--- config.mk ---
export PLATFORM = sky130hd
export DESIGN_NAME = arbitro_rr8
export DESIGN_NICKNAME = d
export VERILOG_FILES = /design/src/rtl/arbitro_rr8_pkg.sv /design/src/rtl/arbitro_rr8_dec.sv /design/src/rtl/arbitro_rr8.sv
export SDC_FILE = /design/constraint.sdc
export NUM_CORES = 1
export LEC_CHECK = 0
export ABC_AREA = 1
export CELL_PAD_IN_SITES_DETAIL_PLACEMENT = 2
export CELL_PAD_IN_SITES_GLOBAL_PLACEMENT = 2
export CORE_MARGIN = 2
export CORE_UTILIZATION = 28
export DETAILED_ROUTE_END_ITERATION = 8
export PLACE_DENSITY = 0.81
export SLEW_MARGIN = 0
export SYNTH_ARGS = -nofsm -noshare
export SYNTH_HDL_FRONTEND = slang
export SYNTH_SLANG_ARGS = --single-unit
--- constraint.sdc ---
create_clock -name clk -period 2.18 [get_ports clk]
set_input_delay 0.436 -clock clk [delete_from_list [all_inputs] [get_ports clk]]
set_output_delay 0.436 -clock clk [all_outputs]
set_load 0.05 [all_outputs]
--- src/rtl/arbitro_rr8_pkg.sv ---
// rtl/arbitro_rr8_pkg.sv - shared constants and state encoding for the 8-way round-robin arbiter
package arbitro_rr8_pkg;

    localparam int N            = 8;
    localparam int IDX_W        = 3;
    localparam int MAX_HOLD_DEF = 16;
    localparam int HOLD_W_DEF   = 5;

    typedef enum logic [1:0] {
        IDLE    = 2'd0,
        GRANT   = 2'd1,
        RELEASE = 2'd2
    } state_t;

endpackage

--- src/rtl/arbitro_rr8_dec.sv ---
// rtl/arbitro_rr8_dec.sv - combinational 3-to-8 one-hot decoder
module dec_onehot8
    import arbitro_rr8_pkg::*;
(
    input  logic [IDX_W-1:0] idx,
    output logic [N-1:0]     onehot
);

    // Exactly one bit set at the position named by idx
    always_comb begin
        onehot      = '0;
        onehot[idx] = 1'b1;
    end

endmodule

--- src/rtl/arbitro_rr8.sv ---
// rtl/arbitro_rr8.sv - 8-requester round-robin arbiter with bounded hold time
module arbitro_rr8
    import arbitro_rr8_pkg::*;
#(
    parameter int MAX_HOLD = MAX_HOLD_DEF,
    parameter int HOLD_W   = HOLD_W_DEF
) (
    input  logic             clk,
    input  logic             rst,
    input  logic [N-1:0]     req,
    input  logic             done,
    output logic [N-1:0]     gnt,
    output logic [IDX_W-1:0] gnt_idx,
    output logic             gnt_valid,
    output logic             timeout
);

    // Last hold count at which the grantee still owns the resource
    localparam logic [HOLD_W-1:0] HOLD_LAST = HOLD_W'(MAX_HOLD - 1);

    state_t             state;
    logic [IDX_W-1:0]   ptr;
    logic [HOLD_W-1:0]  hold_cnt;
    logic [IDX_W-1:0]   winner;
    logic [IDX_W-1:0]   cand;
    logic               found;
    logic [N-1:0]       winner_onehot;

    // Rotating priority search: first requester at or after ptr, wrapping modulo 8
    always_comb begin
        winner = '0;
        cand   = '0;
        found  = 1'b0;
        for (int k = 0; k < N; k++) begin
            cand = ptr + IDX_W'(k);
            if (!found && req[cand]) begin
                winner = cand;
                found  = 1'b1;
            end
        end
    end

    dec_onehot8 u_dec (
        .idx    (winner),
        .onehot (winner_onehot)
    );

    // Arbitration FSM with registered grant, index, valid and timeout outputs
    always_ff @(posedge clk or posedge rst) begin
        if (rst) begin
            state     <= IDLE;
            ptr       <= '0;
            gnt       <= '0;
            gnt_idx   <= '0;
            gnt_valid <= 1'b0;
            timeout   <= 1'b0;
            hold_cnt  <= '0;
        end else begin
            case (state)
                IDLE: begin
                    timeout <= 1'b0;
                    if (|req) begin
                        state     <= GRANT;
                        gnt_idx   <= winner;
                        gnt       <= winner_onehot;
                        gnt_valid <= 1'b1;
                        hold_cnt  <= '0;
                    end
                end
                GRANT: begin
                    hold_cnt <= hold_cnt + 1'b1;
                    // Voluntary release wins over the forced one in the same cycle
                    if (done || !req[gnt_idx]) begin
                        state     <= RELEASE;
                        gnt       <= '0;
                        gnt_valid <= 1'b0;
                    end else if (hold_cnt == HOLD_LAST) begin
                        state     <= RELEASE;
                        gnt       <= '0;
                        gnt_valid <= 1'b0;
                        timeout   <= 1'b1;
                    end
                end
                RELEASE: begin
                    // Next search starts just past the previous grantee
                    ptr     <= gnt_idx + 1'b1;
                    state   <= IDLE;
                    timeout <= 1'b0;
                end
                default: begin
                    state     <= IDLE;
                    gnt       <= '0;
                    gnt_valid <= 1'b0;
                    timeout   <= 1'b0;
                    hold_cnt  <= '0;
                end
            endcase
        end
    end

endmodule

[Word level (Yosys, flattened, before mapping)]
Index checks and enable logic that the tools add are counted.
Storage, ports and cells
  logic and storage cells: 111
  input port bits: 11
  bits in registers: 23
  output and inout port bits: 13
Operators by class
  multiplexer cells: 52
  bitwise logic cells: 1
  reductions and logical operators: 24
  magnitude comparators: 11
  add/sub/neg operators: 9
  equal/unequal tests: 7
Operator list (number)
  3-bit by 4-bit less-than comparator with 1-bit output, second input constant: 10
  1-bit binary-select mux with 3-bit select: 9
  3-bit two-way mux: 8
  8-bit two-way mux: 3
  8-bit case mux with 3 select lines: 1
  1-bit two-way mux: 23
  5-bit case mux with 3 select lines: 1
  3-bit adder, second input constant: 4
  1-bit logical AND: 8
  1-bit logical NOT: 8
  2-bit AND reduction: 4
  8-bit OR reduction: 1
  3-bit by 1-bit adder with 3-bit output, second input constant: 2
  3-bit by 2-bit adder with 3-bit output, second input constant: 2
  2-bit two-way mux: 3
  2-bit inequality test, second input constant: 3
  5-bit by 1-bit adder with 5-bit output, second input constant: 1
  5-bit by 4-bit equality test with 1-bit output, second input constant: 1
  5-bit two-way mux: 1
  2-bit case mux with 2 select lines: 1
  1-bit demux with 3-bit select: 1
  3-bit by 1-bit greater-or-equal comparator with 1-bit output, second input constant: 1
  3-bit inequality test, second input constant: 1
  1-bit case mux with 3 select lines: 1
  6 further kinds: 6

[Longest topological paths before layout]
Gate-level depths: netlist of the first run.
  depth after elaboration: 30
  gate-level depth with buffers: 19
  gate-level depth less buffers: 18

[By module]
Synthesis of the first run repeated with hierarchy kept, for this count alone.
Unflattened totals
  cells, all modules: 260
  area, all modules: 1829.3 um^2
Modules (own cells, without submodules)
  arbitro_rr8: area each 1773.0 um^2, instances 1, seq. area each 575.6 um^2, cells an instance 245
  dec_onehot8: area each 56.3 um^2, instances 1, seq. area each 0.0 um^2, cells an instance 15

[Worst setup path before layout of the first run]
No wires, ideal clock.
  path type: register to register
  start point: reg ptr[1]
  end point: reg gnt[0]
  cell stages (with the launch flop): 18
  setup slack: -14 ps
  data required time: 2062 ps
  arrival: 2076 ps
  path buffers: 1
  setup time: 118 ps
  clock period less this slack: 2194 ps
  path through: dfrtp_1 > buf_6 > inv_2 > ha_1 > inv_2 > nand3_1 > nand3_2 > nand2_2 > nor2_4 > nand4_4 > nor2_4 > nand2_1 > nand3_1 > nand2_2 > nand2_2 > inv_2 > nand2_1 > nand2_1
Between the ends
  cells in the longest elaborated chain, start to end: 30
  elaborated cells between the ends (all ways): 59
  those cells by class: 7 x add/sub; 2 x order compare; 35 x mux; 15 x reduce/logical
Ends and longest elaborated chain
  from (decl): line arbitro_rr8.sv:22  | logic [IDX_W-1:0] ptr;
  from (signal assigned): line arbitro_rr8.sv:86  | ptr <= gnt_idx + 1'b1;
  branches (longest 23 deep; another with 3-bit by 1-bit adder with 3-bit output)
  3-bit two-way mux (*): line arbitro_rr8.sv:36  | if (!found && req[cand]) begin
  3-bit by 4-bit less-than comparator with 1-bit output (implied by the code) or 3-bit by 1-bit greater-or-equal comparator with 1-bit output (tied branches): line arbitro_rr8_dec.sv:12  | onehot[idx] = 1'b1;
  1-bit logical AND (implied by the code): line arbitro_rr8_dec.sv:12
  1-bit two-way mux (implied by the code): line arbitro_rr8_dec.sv:12
  1-bit demux with 3-bit select (*)
  8-bit two-way mux (*): line arbitro_rr8.sv:62  | if (|req) begin
  8-bit case mux with 3 select lines (*): line arbitro_rr8.sv:59  | case (state)
  to (signal assigned): line arbitro_rr8.sv:65  | gnt <= winner_onehot;
  to (decl): line arbitro_rr8.sv:12  | output logic [N-1:0] gnt,
Mark *: on every way between the ends. The select of a mux whose other input is x is not followed.
A chain may end at the register's enable or synchronous reset.

[Worst setup path after layout of the first run]
  start point: reg ptr[0]
  end point: reg gnt[5]
The elaborated chain is that of the path after synthesis.

==> results.sh, run 1 <==
export IMPL_status="finished with violations"
export IMPL_violations="negative setup slack"
export IMPL_ys_warn_count=0
export IMPL_hold_path_class="reg -> reg"
export IMPL_dpl_hpwl_um=4838
export IMPL_syn_area_mm2=0.001804
export IMPL_max_freq_mhz=446.6
export IMPL_rr_endpoint="gnt[5]$_DFFE_PP0P_"
export IMPL_cts_root_buf="clkbuf_8"
export IMPL_fin_nets=328
export IMPL_core_mm2=0.006277
export IMPL_cp_end_kind="flop"
export IMPL_slowest_delay_ns=0.40
export IMPL_ys_async_sr_fraction_pct=100.0
export IMPL_ys_flop_type="dfrtp_1"
export IMPL_crit_chain="inv_2, ha_4, inv_8, nand3_2, nand2_2, nor2_4, nor2_4, nand4_4, nor2_4, nand3_2, nand3_4, inv_2, nor2_2, nand2_1, nand2_1"
export IMPL_die_w_um=84.27
export IMPL_final_cell_mix="64 x nand2_1, 32 x buf_4, 23 x dfrtp_1"
export IMPL_syn_nets=268
export IMPL_synth_largest_area_cell="dfrtp_1"
export IMPL_area_growth_pct=48.20
export IMPL_grt_util_met2_pct=37.95
export IMPL_cts_sinks=23
export IMPL_layout_drive_gt1_share_pct=33.76
export IMPL_crit_fanout=6
export IMPL_start_kind="flop"
export IMPL_final_area_mm2=0.002674
export IMPL_grt_util_all_layers_pct=19.66
export IMPL_via_per_inst=4.959
export IMPL_grt_met1_usage_pct=22.96
export IMPL_die_height_um=84.27
export IMPL_cp_slowest_cell="dfrtp_1"
export IMPL_critPathRequiredTime_ns=2.40
export IMPL_setup_viol=10
export IMPL_grt_max_degree=24
export IMPL_worst_pin_slew_ns=0.5159
export IMPL_synthTopCellsByArea="dfrtp_1 32%, nand2_1 15%, nand3_1 10%"
export IMPL_cts_tree="built"
export IMPL_layout_commonest_cell="nand2_1"
export IMPL_placed_area_mm2=0.002332
export IMPL_min_to="gnt[4]$_DFFE_PP0P_"
export IMPL_io_buffers=23
export IMPL_num_vias=1924
export IMPL_critPathArrivalTime_ns=2.45
export IMPL_final_antenna_net_count=0
export IMPL_grt_pass1_wl_um=11050
export IMPL_antennaDiodeCount=0
export IMPL_maxCapViolations=0
export IMPL_relSlewSlack_pct=65.50
export IMPL_clkTransAtPathRegs_ns=0.08
export IMPL_avgRoutedWirePerCell_um=17.38
export IMPL_drc_errors=0
export IMPL_reg2reg_depth=15
export IMPL_cts_made_buffers=3
export IMPL_antenna_found_initial=0
export IMPL_die_area_mm2=0.007101
export IMPL_cpMostUsedCell="nor2_4"
export IMPL_top_usage_layer="met2"
export IMPL_synth_top_area_share_pct=31.90
export IMPL_worstSkewPairLatency_ns=0.27
export IMPL_start_util_pct=28.74
export IMPL_hold_viol=0
export IMPL_r2r_slack_ns=-0.06
export IMPL_min_path_cells=2
export IMPL_use_met3_pct=1.868
export IMPL_cts_hold_buf=0
export IMPL_ys_types=32
export IMPL_rsz0062_at_grt="yes"
export IMPL_min_from="gnt[4]$_DFFE_PP0P_"
export IMPL_hold_slack_ns=0.4930
export IMPL_postSynthCellCount=252
export IMPL_io_pins=24
export IMPL_cts_path_max_buffers=2
export IMPL_grt_pass1_vias=2118
export IMPL_worst_setup_path_type="reg -> reg"
export IMPL_drv_slew=0
export IMPL_timing_final_crit_share_pct=102.7
export IMPL_gp_congestion=0.8108
export IMPL_finalCriticalPeriod_ns=2.239
export IMPL_htreeDepth=1
export IMPL_grt_overflow_total=0
export IMPL_num_fill_cells=716
export IMPL_fin_ws_ns=-0.05893
export IMPL_drt_total_wl_um=6745
export IMPL_ys_ff_latch=23
export IMPL_fin_worst_skew_ns=0.001313
export IMPL_synth_edf_count=0
export IMPL_drtIter0Drc=48
export IMPL_rows=29
export IMPL_syn_avg_cell_area_um2=7.160
export IMPL_r2r_start="ptr[0]$_DFFE_PP0N_"
export IMPL_first_pass_iters=4
export IMPL_ys_seq_area_share_pct=31.90
[logic make-up (layout without fill, tap and decap cells)]
| group | count (synthesis) | in the layout | share of synthesized area, % |
|---|---|---|---|
| simple gates | 158 | 158 | 41.96 |
| compound gates | 24 | 24 | 8.461 |
| buf+inv | 34 | 93 | 8.322 |
| xor+xnor | 6 | 6 | 4.785 |
| fa+ha+maj | 5 | 5 | 3.467 |
| mux | 2 | 2 | 1.110 |
| flops | 23 | 23 | 31.90 |
[repair_timing]
item                                    4_1_cts  5_1_grt
buffers inserted                              6        1
endpoints found under the setup margin       11       12
pin swaps                                    15        8
resized for setup                            29       28
[layer usage]
metal / up-vias / part of all wire, %
met5: - / 0
met4: 0 / 1.6
met3: 9 / 0.98
met2: 18 / 56
met1: 952 / 42
li1: 945 / -
[critical path: cells and delay by family, from the launching register on]
family                   cells  cell delay, ns
AND/OR/NAND/NOR             11            1.23
flip-flops                   1            0.40
adder cells (fa/ha/maj)      1            0.31
buffers and inverters        3            0.23
[worst max-delay path by stage]
stage | depth (start not counted) | slack (ns) | start | endpoint
floorplan | 17 | 0.06 | ptr[1]$_DFFE_PP0N_ | gnt[0]$_DFFE_PP0P_
global placement | 15 | -0.30 | req[3] | gnt[0]$_DFFE_PP0P_
detailed placement | 15 | -0.34 | req[1] | gnt[4]$_DFFE_PP0P_
CTS | 15 | -0.05 | ptr[0]$_DFFE_PP0N_ | gnt[0]$_DFFE_PP0P_
global route | 14 | -0.25 | ptr[0]$_DFFE_PP0N_ | gnt[6]$_DFFE_PP0P_
finish | 15 | -0.06 | ptr[0]$_DFFE_PP0N_ | gnt[5]$_DFFE_PP0P_
[metrics by stage]
step	setup TNS [ns]	utilization, %	setup WS, ns	cells
final	-0.3015	42.60	-0.05893	388
after global routing	-2.231	42.60	-0.2468	388
after CTS	-0.3318	40.62	-0.05436	387
after detailed placement	-3.426	37.15	-0.3430	377
after global placement	-2.931	37.15	-0.2973	377
after floorplan	0	-	0.05853	252
[area by class of cell]
class	count	area (µm²)	area share, %
multi-input cells	195	1315	49.18
flip-flops and latches	23	575.6	21.53
repair buffers	58	516.7	19.33
well taps	77	96.34	3.603
inverters	31	123.9	4.633
clock buffers	3	41.29	1.544
clock inverters	1	5.005	0.1872
[synth_stat cells, drive strengths merged, types with 2 or more instances]
library cell / number
nand2: 78
nand3: 41
inv: 31
nor2: 28
dfrtp: 23
o21ai: 8
a21oi: 6
ha: 5
xnor2: 4
buf: 3
nand4: 3
nor3: 3
o21bai: 3
mux2i: 2
nor4: 2
o221ai: 2
o22ai: 2
xor2: 2
[state kept, by name (all words and copies together) (netlist names)]
name	flops
timeout	1
gnt_idx	3
gnt	8
state	2
hold_cnt	5
gnt_valid	1
ptr	3
Power of run 1 is left out: the tool's default activity adds up to more than one toggle a clock period on the data nets, which glitch-free logic cannot reach.
==> run 2: changes to the inputs <==
--- a/config.mk
+++ b/config.mk
@@ -12,6 +12,7 @@
 export CORE_UTILIZATION = 28
 export DETAILED_ROUTE_END_ITERATION = 8
 export PLACE_DENSITY = 0.81
+export SETUP_SLACK_MARGIN = 0.2
 export SLEW_MARGIN = 0
 export SYNTH_ARGS = -nofsm -noshare
 export SYNTH_HDL_FRONTEND = slang
==> results.sh, run 2 (synthesis gave the netlist of run 1 again) <==
export IMPL_top_register="gnt"
export IMPL_cts_path_max_buffers=2
export IMPL_fin_worst_skew_ns=0.02994
export IMPL_crit_fanout=7
export IMPL_cts_tree="built"
export IMPL_rows=29
export IMPL_io_buffers=23
export IMPL_layout_drive_gt1_share_pct=38.26
export IMPL_cpMostUsedCell="nor2_4"
export IMPL_critPathRequiredTime_ns=2.42
export IMPL_dpl_hpwl_um=4862
export IMPL_worstSkewPairLatency_ns=0.30
export IMPL_largest_reg_flops=8
export IMPL_die_area_mm2=0.007101
export IMPL_core_mm2=0.006277
export IMPL_status="finished with violations"
export IMPL_cp_slowest_cell="dfrtp_1"
export IMPL_max_freq_mhz=419.7
export IMPL_cts_hold_buf=0
export IMPL_fin_ws_ns=-0.2026
export IMPL_drt_total_wl_um=8187
export IMPL_via_per_inst=5.126
export IMPL_worst_pin_slew_ns=0.6174
export IMPL_drv_slew=0
export IMPL_antennaDiodeCount=0
export IMPL_grt_pass1_wl_um=12510
export IMPL_grt_overflow_total=0
export IMPL_relSlewSlack_pct=58.84
export IMPL_die_w_um=84.27
export IMPL_final_cell_mix="61 x nand2_1, 33 x buf_4, 22 x dfrtp_1"
export IMPL_final_util_pct=44.15
export IMPL_fin_nets=328
export IMPL_final_antenna_net_count=0
export IMPL_reg2reg_depth=14
export IMPL_worst_setup_path_type="reg -> reg"
export IMPL_first_pass_iters=4
export IMPL_layout_commonest_cell="nand2_1"
export IMPL_drtIter0Drc=66
export IMPL_slowest_delay_ns=0.44
export IMPL_num_vias=1989
export IMPL_crit_chain="inv_2, ha_4, inv_8, nand3_2, nand2_2, nor2_4, nor2_4, nand4_4, nor2_4, nand4_1, nand3_4, buf_4, nand2_2, nand2_1"
export IMPL_hold_path_class="reg -> reg"
export IMPL_cts_root_buf="clkbuf_8"
export IMPL_rsz0062_at_grt="yes"
export IMPL_start_util_pct=28.74
export IMPL_grt_pass1_vias=2300
export IMPL_gp_congestion=0.8010
export IMPL_cts_sinks=23
export IMPL_grt_util_all_layers_pct=22.51
export IMPL_area_growth_pct=53.61
export IMPL_finalCriticalPeriod_ns=2.383
export IMPL_top_regs="gnt (8), hold_cnt (5)"
export IMPL_hold_viol=0
export IMPL_critPathArrivalTime_ns=2.62
export IMPL_placedCellCount=374
export IMPL_violations="negative setup slack"
export IMPL_timing_final_crit_share_pct=109.3
export IMPL_clkTransAtPathRegs_ns=0.12
export IMPL_io_pins=24
export IMPL_grt_max_degree=24
export IMPL_setup_viol=11
export IMPL_antenna_found_initial=0
export IMPL_cts_made_buffers=3
export IMPL_maxCapViolations=0
export IMPL_hold_slack_ns=0.5168
export IMPL_avgRoutedWirePerCell_um=21.10
export IMPL_start_kind="flop"
export IMPL_cp_end_kind="flop"
export IMPL_die_height_um=84.27
export IMPL_drc_errors=0
export IMPL_min_path_cells=2
export IMPL_htreeDepth=1
export IMPL_stdcell_count=388
[run 2: changes by cell type in the layout (fill, tap and decap cells not counted), moves of 3 or more]
cell             change
clkdlybuf4s50_1      -8
dlygate4sd2_1        +3
dlymetal6s2s_1       +5
nand2_1              -3
nand3_1              -3
nand3_2              +3
[run 2: critical path, delay by kind of cell, from the launching register on]
family	cells	cell delay [ns]
adders and majority gates	1	0.31
and+or+nand+nor	10	1.25
DFF	1	0.44
buffers and inverters	3	0.34
[run 2: area by class of cell]
class	count	area [µm²]
Tap cell	77	96.34
Inverter	31	131.4
Clock buffer	3	41.29
Clock inverter	1	5.005
Fill cell	720	3506
Multi-Input combinational cell	195	1399
Timing Repair Buffer	58	521.8
Sequential cell	23	576.8
[run 2: worst paths after layout]
kind | startpoint | slack, ns | endpoint
worst min-delay path | timeout$_DFFE_PP0P_ | 0.52 | timeout$_DFFE_PP0P_
worst min register to register | timeout$_DFFE_PP0P_ | 0.52 | timeout$_DFFE_PP0P_
max in group asynchronous | rst | 1.32 | ptr[1]$_DFFE_PP0N_
worst max register to register | ptr[0]$_DFFE_PP0N_ | -0.20 | gnt_idx[1]$_DFFE_PP0P_
min in group asynchronous | rst | 0.56 | gnt_idx[2]$_DFFE_PP0P_
worst max-delay path | ptr[0]$_DFFE_PP0N_ | -0.20 | gnt_idx[1]$_DFFE_PP0P_
[run 2: what timing repair did]
action | 4_1_cts | 5_1_grt
pin swaps | 16 | 23
setup endpoints to repair | 17 | 17
gates resized for setup | 38 | 36
setup buffers | 5 | 5
[run 2: metal layers]
metal	part of all wire [%]	vias to the layer above	global-route usage (%)	wire length (µm)
li1	-	940	-	-
met1	42	1001	24.92	3416
met2	55	37	44.08	4525
met3	1.2	11	1.868	97
met4	1.8	0	8.358	148
met5	0	-	0	0
[run 2: per-stage QoR]
stage | setup WS, ns | instance area, µm² | setup TNS [ns]
global route | -0.3506 | 2771 | -3.281
finish | -0.2026 | 2771 | -1.621
global placement | -0.2739 | 2347 | -2.618
floorplan | 0.1543 | 1867 | 0
detailed placement | -0.3713 | 2347 | -3.845
CTS | -0.09289 | 2584 | -0.6868
Power of run 2 is left out for the same reason.
